## src/rtl/if_stage_pkg.sv

```systemverilog
`default_nettype none
// ============================================================================
// Module  : if_stage_pkg
// Brief   : Shared constants and helpers for the instruction-fetch stage.
// Revision: 1.0
// ============================================================================
package if_stage_pkg;

    localparam logic [31:0] c_core_nop_instr   = 32'h0000_0013;
    localparam logic [31:0] c_reset_pc_default = 32'h0000_0000;

    function automatic logic [31:0] word_align(input logic [31:0] addr);
        return {addr[31:2], 2'b00};
    endfunction

endpackage : if_stage_pkg
`default_nettype wire

```

## src/rtl/if_stage_fetch_queue.sv

```systemverilog
`default_nettype none
// ============================================================================
// Module  : fetch_queue
// Brief   : In-order fetch FIFO; entries are allocated on request accept and
//           filled with returned data oldest-first, then popped from the head.
// Revision: 1.0
// ============================================================================
module fetch_queue #(
    parameter int DEPTH = 2
) (
    input  logic                       clk,
    input  logic                       rst_n,
    input  logic                       clear,
    input  logic                       alloc,
    input  logic [31:0]                alloc_pc,
    input  logic                       fill,
    input  logic [31:0]                fill_data,
    input  logic                       pop,
    output logic [$clog2(DEPTH+1)-1:0] count,
    output logic [$clog2(DEPTH+1)-1:0] unfilled,
    output logic                       head_filled,
    output logic [31:0]                head_pc,
    output logic [31:0]                head_instr
);

    localparam int PW = (DEPTH > 1) ? $clog2(DEPTH) : 1;
    localparam int CW = $clog2(DEPTH + 1);

    logic [31:0]   r_pc    [DEPTH];
    logic [31:0]   r_instr [DEPTH];
    logic [PW-1:0] r_rd_ptr;
    logic [PW-1:0] r_wr_ptr;
    logic [PW-1:0] r_fl_ptr;
    logic [CW-1:0] r_count;
    logic [CW-1:0] r_nfilled;

    function automatic logic [PW-1:0] ptr_inc(input logic [PW-1:0] p);
        return (p == PW'(DEPTH - 1)) ? '0 : p + PW'(1);
    endfunction

    // Filled entries always form a prefix from the head, so the fill pointer
    // simply trails the write pointer.
    always_ff @(posedge clk) begin
        if (alloc) begin
            r_pc[r_wr_ptr] <= alloc_pc;
        end
        if (fill) begin
            r_instr[r_fl_ptr] <= fill_data;
        end
    end

    always_ff @(posedge clk or negedge rst_n) begin
        if (!rst_n) begin
            r_rd_ptr  <= '0;
            r_wr_ptr  <= '0;
            r_fl_ptr  <= '0;
            r_count   <= '0;
            r_nfilled <= '0;
        end else if (clear) begin
            r_rd_ptr  <= '0;
            r_wr_ptr  <= '0;
            r_fl_ptr  <= '0;
            r_count   <= '0;
            r_nfilled <= '0;
        end else begin
            if (alloc) begin
                r_wr_ptr <= ptr_inc(r_wr_ptr);
            end
            if (fill) begin
                r_fl_ptr <= ptr_inc(r_fl_ptr);
            end
            if (pop) begin
                r_rd_ptr <= ptr_inc(r_rd_ptr);
            end
            r_count   <= r_count   + CW'(alloc) - CW'(pop);
            r_nfilled <= r_nfilled + CW'(fill)  - CW'(pop);
        end
    end

    assign count       = r_count;
    assign unfilled    = r_count - r_nfilled;
    assign head_filled = (r_nfilled != '0);
    assign head_pc     = r_pc[r_rd_ptr];
    assign head_instr  = r_instr[r_rd_ptr];

endmodule : fetch_queue
`default_nettype wire

```

## src/rtl/if_stage.sv

```systemverilog
`default_nettype none
// ============================================================================
// Module  : if_stage
// Brief   : Instruction-fetch stage: PC generation, pipelined ibus requests,
//           redirect handling with in-flight response dropping, IF/ID register.
// Revision: 1.0
// ============================================================================
module if_stage
    import if_stage_pkg::*;
#(
    parameter logic [31:0] RESET_PC = c_reset_pc_default,
    parameter int          DEPTH    = 2
) (
    input  logic        clk,
    input  logic        rst_n,
    input  logic        if_stall,
    input  logic        branch_take,
    input  logic [31:0] branch_pc,
    input  logic        trap_take,
    input  logic [31:0] trap_pc,
    output logic        ibus_req,
    output logic [31:0] ibus_addr,
    input  logic        ibus_ready,
    input  logic        ibus_rvalid,
    input  logic [31:0] ibus_rdata,
    output logic        if2id_valid,
    output logic [31:0] if2id_pc,
    output logic [31:0] if2id_instruction
);

    localparam int CW = $clog2(DEPTH + 1);

    logic [31:0]   r_pc_q;
    logic [CW-1:0] r_drop_cnt;
    logic          r_run;
    logic          r_if2id_valid;
    logic [31:0]   r_if2id_pc;
    logic [31:0]   r_if2id_instr;

    logic          w_redirect;
    logic [31:0]   w_target;
    logic          w_room;
    logic          w_req;
    logic          w_accept;
    logic          w_rsp_drop;
    logic          w_fill;
    logic          w_pop;
    logic          w_rsp_inflight;
    logic [CW-1:0] w_count;
    logic [CW-1:0] w_unfilled;
    logic          w_head_filled;
    logic [31:0]   w_head_pc;
    logic [31:0]   w_head_instr;

    assign w_redirect = trap_take | branch_take;
    assign w_target   = word_align(trap_take ? trap_pc : branch_pc);

    // Outstanding plus to-be-dropped responses never exceed DEPTH, so CW bits hold the sum.
    assign w_room   = (w_count + r_drop_cnt) < CW'(DEPTH);
    assign w_req    = r_run & w_room & ~w_redirect;
    assign w_accept = w_req & ibus_ready;

    assign w_rsp_inflight = (w_unfilled != '0) || (r_drop_cnt != '0);
    assign w_rsp_drop     = ibus_rvalid & (r_drop_cnt != '0);
    assign w_fill         = ibus_rvalid & (r_drop_cnt == '0) & (w_unfilled != '0) & ~w_redirect;
    assign w_pop          = ~w_redirect & ~if_stall & w_head_filled;

    fetch_queue #(
        .DEPTH(DEPTH)
    ) u_fetch_queue (
        .clk        (clk),
        .rst_n      (rst_n),
        .clear      (w_redirect),
        .alloc      (w_accept),
        .alloc_pc   (r_pc_q),
        .fill       (w_fill),
        .fill_data  (ibus_rdata),
        .pop        (w_pop),
        .count      (w_count),
        .unfilled   (w_unfilled),
        .head_filled(w_head_filled),
        .head_pc    (w_head_pc),
        .head_instr (w_head_instr)
    );

    always_ff @(posedge clk or negedge rst_n) begin
        if (!rst_n) begin
            r_run      <= 1'b0;
            r_pc_q     <= RESET_PC;
            r_drop_cnt <= '0;
        end else begin
            r_run <= 1'b1;
            if (w_redirect) begin
                r_pc_q <= w_target;
                // Every response still owed by the bus is discarded, minus one
                // arriving right now.
                r_drop_cnt <= w_unfilled + r_drop_cnt - CW'(ibus_rvalid & w_rsp_inflight);
            end else begin
                if (w_accept) begin
                    r_pc_q <= r_pc_q + 32'd4;
                end
                if (w_rsp_drop) begin
                    r_drop_cnt <= r_drop_cnt - CW'(1);
                end
            end
        end
    end

    always_ff @(posedge clk or negedge rst_n) begin
        if (!rst_n) begin
            r_if2id_valid <= 1'b0;
            r_if2id_pc    <= RESET_PC;
            r_if2id_instr <= c_core_nop_instr;
        end else if (w_redirect) begin
            r_if2id_valid <= 1'b0;
        end else if (!if_stall) begin
            r_if2id_valid <= w_head_filled;
            if (w_head_filled) begin
                r_if2id_pc    <= w_head_pc;
                r_if2id_instr <= w_head_instr;
            end
        end
    end

    assign ibus_req          = w_req;
    assign ibus_addr         = r_pc_q;
    assign if2id_valid       = r_if2id_valid;
    assign if2id_pc          = r_if2id_pc;
    assign if2id_instruction = r_if2id_instr;

endmodule : if_stage
`default_nettype wire

```

## config.mk

```make
export PLATFORM = sky130hd
export DESIGN_NAME = if_stage
export DESIGN_NICKNAME = d
export VERILOG_FILES = /design/src/rtl/if_stage_pkg.sv /design/src/rtl/if_stage_fetch_queue.sv /design/src/rtl/if_stage.sv
export SDC_FILE = /design/constraint.sdc
export NUM_CORES = 1
export LEC_CHECK = 0
export ABC_AREA = 1
export BUFFER_PORTS_ARGS = -buffer_cell sky130_fd_sc_hd__buf_4
export CELL_PAD_IN_SITES_DETAIL_PLACEMENT = 0
export CELL_PAD_IN_SITES_GLOBAL_PLACEMENT = 1
export CORE_UTILIZATION = 38
export DETAILED_ROUTE_END_ITERATION = 6
export PLACE_DENSITY = 0.83
export SYNTH_ARGS = -nofsm -noshare
export SYNTH_HDL_FRONTEND = slang
export SYNTH_SLANG_ARGS = --single-unit
```

## constraint.sdc

```tcl
create_clock -name clk -period 3 [get_ports clk]
set_input_delay 0.15 -clock clk [delete_from_list [all_inputs] [get_ports clk]]
set_output_delay 0.15 -clock clk [all_outputs]
set_load 0.05 [all_outputs]
```

== After elaboration in Yosys (flattened, before gate mapping) ==
Memories as Yosys holds them, arrays and structs flattened. A register that Yosys moved wholly into a read port is not among the register bits.
Index checks and enable logic that the tools add are counted.

* Add/subtract/negate cells: 13
* Order comparisons: 1
* Equal/unequal tests: 1
* Mux-type cells: 22
* Bitwise gates (word level): 13
* Reduce and logical (&&, ||, !) cells: 12

{| class="wikitable"
|+ Operators with widths
! operator !! number
|-
| $mux W32 || 3
|-
| $add A32 B3 Y32 const B || 1
|-
| $mux W1 || 15
|-
| $reduce_bool A2 Y1 || 7
|-
| $and A1 B1 Y1 || 10
|-
| $mux W2 || 4
|-
| $sub A2 B1 Y2 || 3
|-
| $add A2 B1 Y2 || 2
|-
| $add A2 B2 Y2 || 2
|-
| $add A1 B1 Y1 const B || 3
|-
| $reduce_and A3 Y1 || 1
|-
| $logic_not A1 Y1 || 2
|-
| $logic_not A2 Y1 || 1
|-
| $lt A2 B2 Y1 const B || 1
|-
| $ne A2 B1 Y1 const B || 1
|-
| $not A1 Y1 || 2
|-
| $sub A2 B1 Y2 const B || 1
|-
| $sub A2 B2 Y2 || 1
|-
| $logic_or A1 B1 Y1 || 1
|-
| $or A1 B1 Y1 || 1
|}

* Register bits after elaboration: 43
* Bits in writable memories: 128
* Bits of input ports: 103
* Output and inout port bits: 98
* Word-level logic and storage cells: 73
* Memories kept: 2

{| class="wikitable"
|+ Memories
! memory !! depth !! bits a word !! read ports !! clocked after memory_dff !! wr ports !! RTL line !! source
|-
| u_fetch_queue.r_instr || 2 || 32 || 1 || 1 || 1 || if_stage_fetch_queue.sv:30 || <nowiki>logic [31:0] r_instr [DEPTH];</nowiki>
|-
| u_fetch_queue.r_pc || 2 || 32 || 1 || 1 || 1 || if_stage_fetch_queue.sv:29 || <nowiki>logic [31:0] r_pc [DEPTH];</nowiki>
|}

== Logic depth before layout (Yosys ltp) ==
* Word-level depth: 8
* Gate-level depth with buffers: 15
* Gate-level depth less buffers: 15

== Cells and area by module ==
From an unflattened synthesis, not the netlist that was laid out.

* Cells, all modules: 1022
* Area, all modules: 10684.0 sq um

{| class="wikitable"
|+ By module, submodules not included
! module !! times used !! cells an instance !! area an instance (sq um) !! sequential area each (sq um)
|-
| if_stage || 1 || 764 || 5482.8 || 2456.1
|-
| fetch_queue || 1 || 258 || 5201.2 || 4018.9
|}

== Worst setup path after synthesis ==
OpenSTA, ideal clock, no wires.

* Kind: register -> register
* Start point: reg u_fetch_queue.r_nfilled[0]
* End point: mem u_fetch_queue.r_instr[1][0], enable pin
* Setup time: 0.421 ns
* Arrival: 2.439 ns
* Data required time: 2.579 ns
* Slack: 0.140 ns
* Stages on the path, launching flop included: 7
* Path buffers: 0
* Cell sequence: dfrtp_1 > ha_1 > xnor2_1 > nand2_1 > nand3_1 > nand3_1 > nor2_1

* Cells in the longest elaborated chain, start to end: 6

{| class="wikitable"
|+ RTL lines
! what !! RTL line !! source
|-
| start: declaration || if_stage_fetch_queue.sv:35 || <nowiki>logic [CW-1:0] r_nfilled;</nowiki>
|-
| start signal: assignment || if_stage_fetch_queue.sv:76 || <nowiki>r_nfilled <= r_nfilled + CW'(fill) - CW'(pop);</nowiki>
|-
| $sub A2 B2 Y2 || if_stage_fetch_queue.sv:81 || <nowiki>assign unfilled = r_count - r_nfilled;</nowiki>
|-
| $reduce_bool A2 Y1 || if_stage.sv:65 || <nowiki>assign w_fill = ibus_rvalid & (r_drop_cnt == '0) & (w_unfilled != '0) & ~w_redirect;</nowiki>
|-
| $and A1 B1 Y1 (2 in a row) || if_stage.sv:65 ||
|-
| $mux W1 || if_stage_fetch_queue.sv:47 || <nowiki>if (fill) begin</nowiki>
|-
| $mux W1 (not written as such) || if_stage_fetch_queue.sv:48 || <nowiki>r_instr[r_fl_ptr] <= fill_data;</nowiki>
|-
| end: declaration || if_stage_fetch_queue.sv:30 ||
|}

Every way passes these cells.

== Worst setup path after layout ==
* Start point: reg u_fetch_queue.r_nfilled[0]
* End point: reg r_drop_cnt[1]

* Cells in the longest elaborated chain, start to end: 6
* Elaborated cells on any way between the ends: 7
* Those cells by class: add/sub (3); mux (1); bitwise (1); reduce/logical (2)

{| class="wikitable"
|+ RTL lines
! what !! RTL line !! source
|-
| $sub A2 B2 Y2 (*) || if_stage_fetch_queue.sv:81 ||
|-
| $reduce_bool A2 Y1 || if_stage.sv:63 || <nowiki>assign w_rsp_inflight = (w_unfilled != '0) || (r_drop_cnt != '0);</nowiki>
|-
| $logic_or A1 B1 Y1 || if_stage.sv:63 ||
|-
| $and A1 B1 Y1 || if_stage.sv:97 || <nowiki>r_drop_cnt <= w_unfilled + r_drop_cnt - CW'(ibus_rvalid & w_rsp_inflight);</nowiki>
|-
| $sub A2 B1 Y2 (*) || if_stage.sv:97 ||
|-
| $mux W2 (*) || if_stage.sv:93 || <nowiki>if (w_redirect) begin</nowiki>
|-
| end signal: assignment || if_stage.sv:97 ||
|-
| end signal: assignment || if_stage.sv:103 || <nowiki>r_drop_cnt <= r_drop_cnt - CW'(1);</nowiki>
|-
| end: declaration || if_stage.sv:34 || <nowiki>logic [CW-1:0] r_drop_cnt;</nowiki>
|}

Every way passes the cells marked *; elsewhere a longest branch is shown, timed or not.
A chain may end at the register's enable or synchronous reset.

==> impl_metrics.toml <==
[run_status]
status = "complete, no violations"

[clock_network]
clock_path_buffers = 3
postCtsSetupRepairBufs = 0
htreeDepth = 1
cts.sinks = 227
clk_pin_slew_worst_paths_ps = 70
cts_root_buf = "clkbuf_16"
cts_tree = "yes"
cts_buffers = 25
insertion_delay_ps = 510

[sta]
max_freq_ghz = 0.444
setup_violations = 0
tightestPinTransition_ps = 841
fin_worst_skew_ps = 9.93
slew_violations = 0
fin_ws_ps = 750
timing.hold.ws_ps = 38.7
hold_violations = 0
rsz0062_at_grt = "no"
fin_crit_ps = 2250
slew_headroom = 0.439
tns_ps = 0
fin_crit_sh = 0.750

[setup_path]
path_class = "reg -> reg"
r2r_start = "u_fetch_queue.r_nfilled[0]"
required_ps = 3390
cp-startpoint = "u_fetch_queue.r_nfilled[0]"
crit_fanout = 4
rr_worst_depth = 14
r2r_end = "r_drop_cnt[1]"
endpoint = "r_drop_cnt[1]"
worstSetupEndpointType = "flip-flop"
startpoint_type = "flip-flop"
r2r_slack_ps = 750
cp.arrival_ps = 2640

[floorplanning]
io_pins = 201
floorplan.initialDensity = 0.387
design.core.area_sq_um = 26000
die_area_sq_um = 27100
fp-row-count = 59
die_y_um = 165
die_w_um = 165

[final_layout]
drive_gt1_frac = 0.197
fin_util = 0.502
areaGrowthSynthToFinish_pct = 29.6
fin_cells = 1645
antenna_cells = 0
fin_nets = 1404

[power_and_ir_drop]
vdd_drop_max_mv = 0.464
leakagePower_nw = 5.74
pwr_density_cell_nw_per_um2 = 591

[route]
routed_via_density = 4.73
drtIter0Drc = 525
antenna_left = 0
dr.pass1.iters = 6
wl_per_cell_um = 15.0
drc = 0
wirelength_um = 24600
vias = 7773

[logic_synthesis]
ys_seq_elements = 227
netlist_area_sq_um = 10100
synth_compound_gate_area_share = 0.0980
seq_area_frac_synth = 0.627
synthXorXnorAreaFrac = 0.00958
synth_top_family_by_area = "simple AND/OR/NAND/NOR gates"
synth_area_leaders = "edfxtp_1, dfrtp_1, nand2_1"
synth-adder-area-share = 0.0112
syn_inst = 1067
yosys_warnings = 0
synth_area_leader_cell = "edfxtp_1"
synth_top_area_frac = 0.370
syn_avg_cell_area_sq_um = 9.42
yosysUniqueCellTypes = 36
synth_mux_area_frac = 0
synthSimpleGateAreaFrac = 0.189

[global_route]
grt_max_degree = 80
grt_overflow_total = 0
antenna_found_initial = 0
grt_pass1_vias = 7406
grt_usage = 0.181
grt_pass1_wl_um = 38200

[flow_run]
cap_violations = 0

[placement]
place_inst = 1558
dp.final_hpwl_um = 16500
io_buffers = 192
dp_slack_ps = 742
place.gp.congestion = 0.886

[min_path]
min_path_type = "in -> reg"
## power breakdown
part           internal (mW)  total (mW)  leakage (nW)  switching (mW)
Clock                   1.73        2.93         0.395            1.20
Sequential              3.44        3.61          2.43           0.166
Combinational          0.399        1.16          2.91           0.758
Total                   5.57        7.70          5.74            2.12
## cell usage in the layout (no fill, tap or decap), types with 4 or more instances in the layout
cell type      synthesis  routed
o21ai_0              150     150
nor3_1                 4       4
clkinv_2               0       7
clkbuf_1              27       4
clkbuf_8               0       5
ha_1                   9       9
nand2_1              289     289
nand3_1               32      32
dfrtp_1              100      99
conb_1                 2       5
nand3b_1               7       7
nor2_1               125     122
dlygate4sd3_1          0      42
inv_1                105     105
buf_4                  6     200
a21oi_1               26      26
edfxtp_1             124     124
o21ai_1                6       6
clkbuf_16              0      25
xor2_1                 8       8
## routing by layer
metal,GRT usage,vias to the layer above,part of all wire
li1,-,3928,-
met1,0.239,3601,0.46
met2,0.305,213,0.47
met3,0.0339,31,0.057
met4,0.0421,0,0.015
met5,0,-,0
## kinds of logic (layout without fill, tap and decap cells)
| group | Yosys count | after routing |
|---|---|---|
| AND/OR/NAND/NOR | 467 | 467 |
| adder cells (fa/ha/maj) | 9 | 9 |
| AO/OA/AOI/OAI | 193 | 193 |
| buffers and inverters | 158 | 398 |
| XOR/XNOR | 11 | 11 |
| flip-flops | 227 | 227 |
| other | 2 | 5 |
## Yosys cell counts
master / number
a21o_1: 1
a21oi_1: 26
a22oi_1: 1
a31oi_1: 3
buf_1: 7
buf_2: 7
buf_4: 6
buf_6: 3
clkbuf_1: 27
conb_1: 2
dfrtp_1: 100
dfstp_2: 3
edfxtp_1: 124
ha_1: 9
inv_1: 105
inv_2: 3
nand2_1: 289
nand2_4: 1
nand3_1: 32
nand3b_1: 7
nand4_1: 3
nand4_4: 1
nor2_1: 125
nor2_2: 1
nor2_4: 1
nor2_8: 1
nor3_1: 4
nor3_2: 1
nor3_4: 1
o211ai_1: 2
o21ai_0: 150
o21ai_1: 6
o21bai_1: 1
o22ai_1: 3
xnor2_1: 3
xor2_1: 8
## what timing repair did
item | in CTS | in global routing
gates resized for setup | 0 | 0
setup endpoints to repair | 0 | 0
hold buffers | 42 | 0
hold endpoints to repair | 130 | 0
## worst min-delay path by stage
| stage | from | end | cells past startpoint |
|---|---|---|---|
| 3_5_place_dp | rst_n | ibus_addr[25] | 1 |
| 3_3_place_gp | rst_n | ibus_addr[31] | 1 |
| 5_1_grt | branch_pc[7] | ibus_addr[7] | 5 |
| 4_1_cts | ibus_rvalid | r_drop_cnt[0] | 5 |
| 6_report | trap_pc[21] | ibus_addr[21] | 5 |
| 2_1_floorplan | rst_n | ibus_addr[10] | 0 |
## per-stage QoR
| step | total power [mW] | cell area, sq um |
|---|---|---|
| detailed placement | 4.79 | 11800 |
| global placement | 4.76 | 11800 |
| CTS | 7.78 | 13000 |
| floorplan | 4.33 | 10100 |
| global route | 8.02 | 13000 |
| finish | 7.70 | 13000 |
## critical path, cell delays in order, from the launching register on
cell,delay [ps]
dfrtp_1,400
ha_1,240
xor2_1,160
nand2_1,70
nand3_1,140
nand2_1,90
nand2_1,60
ha_1,280
inv_1,60
ha_1,150
xor2_1,190
a21o_1,100
nand3_1,60
nand2_1,70
o21ai_0,70
## cell type report
class	count	area [sq um]
Fill cell	2411	13000
Sequential cell	227	6310
Multi-Input combinational cell	685	3130
Timing Repair Buffer	245	1980
Clock buffer	34	709
Tap cell	335	419
Inverter	108	407
Clock inverter	11	80.1
## state kept, by name, indices dropped and copies added (netlist names), 2 cells and up
signal and cells:
u_fetch_queue.r_pc 60, r_drop_cnt 2, u_fetch_queue.r_nfilled 2, u_fetch_queue.count 2, if2id_pc 30, u_fetch_queue.r_instr 64
ibus_addr 30, if2id_instruction 32
Power figures use the tool's default switching activity.
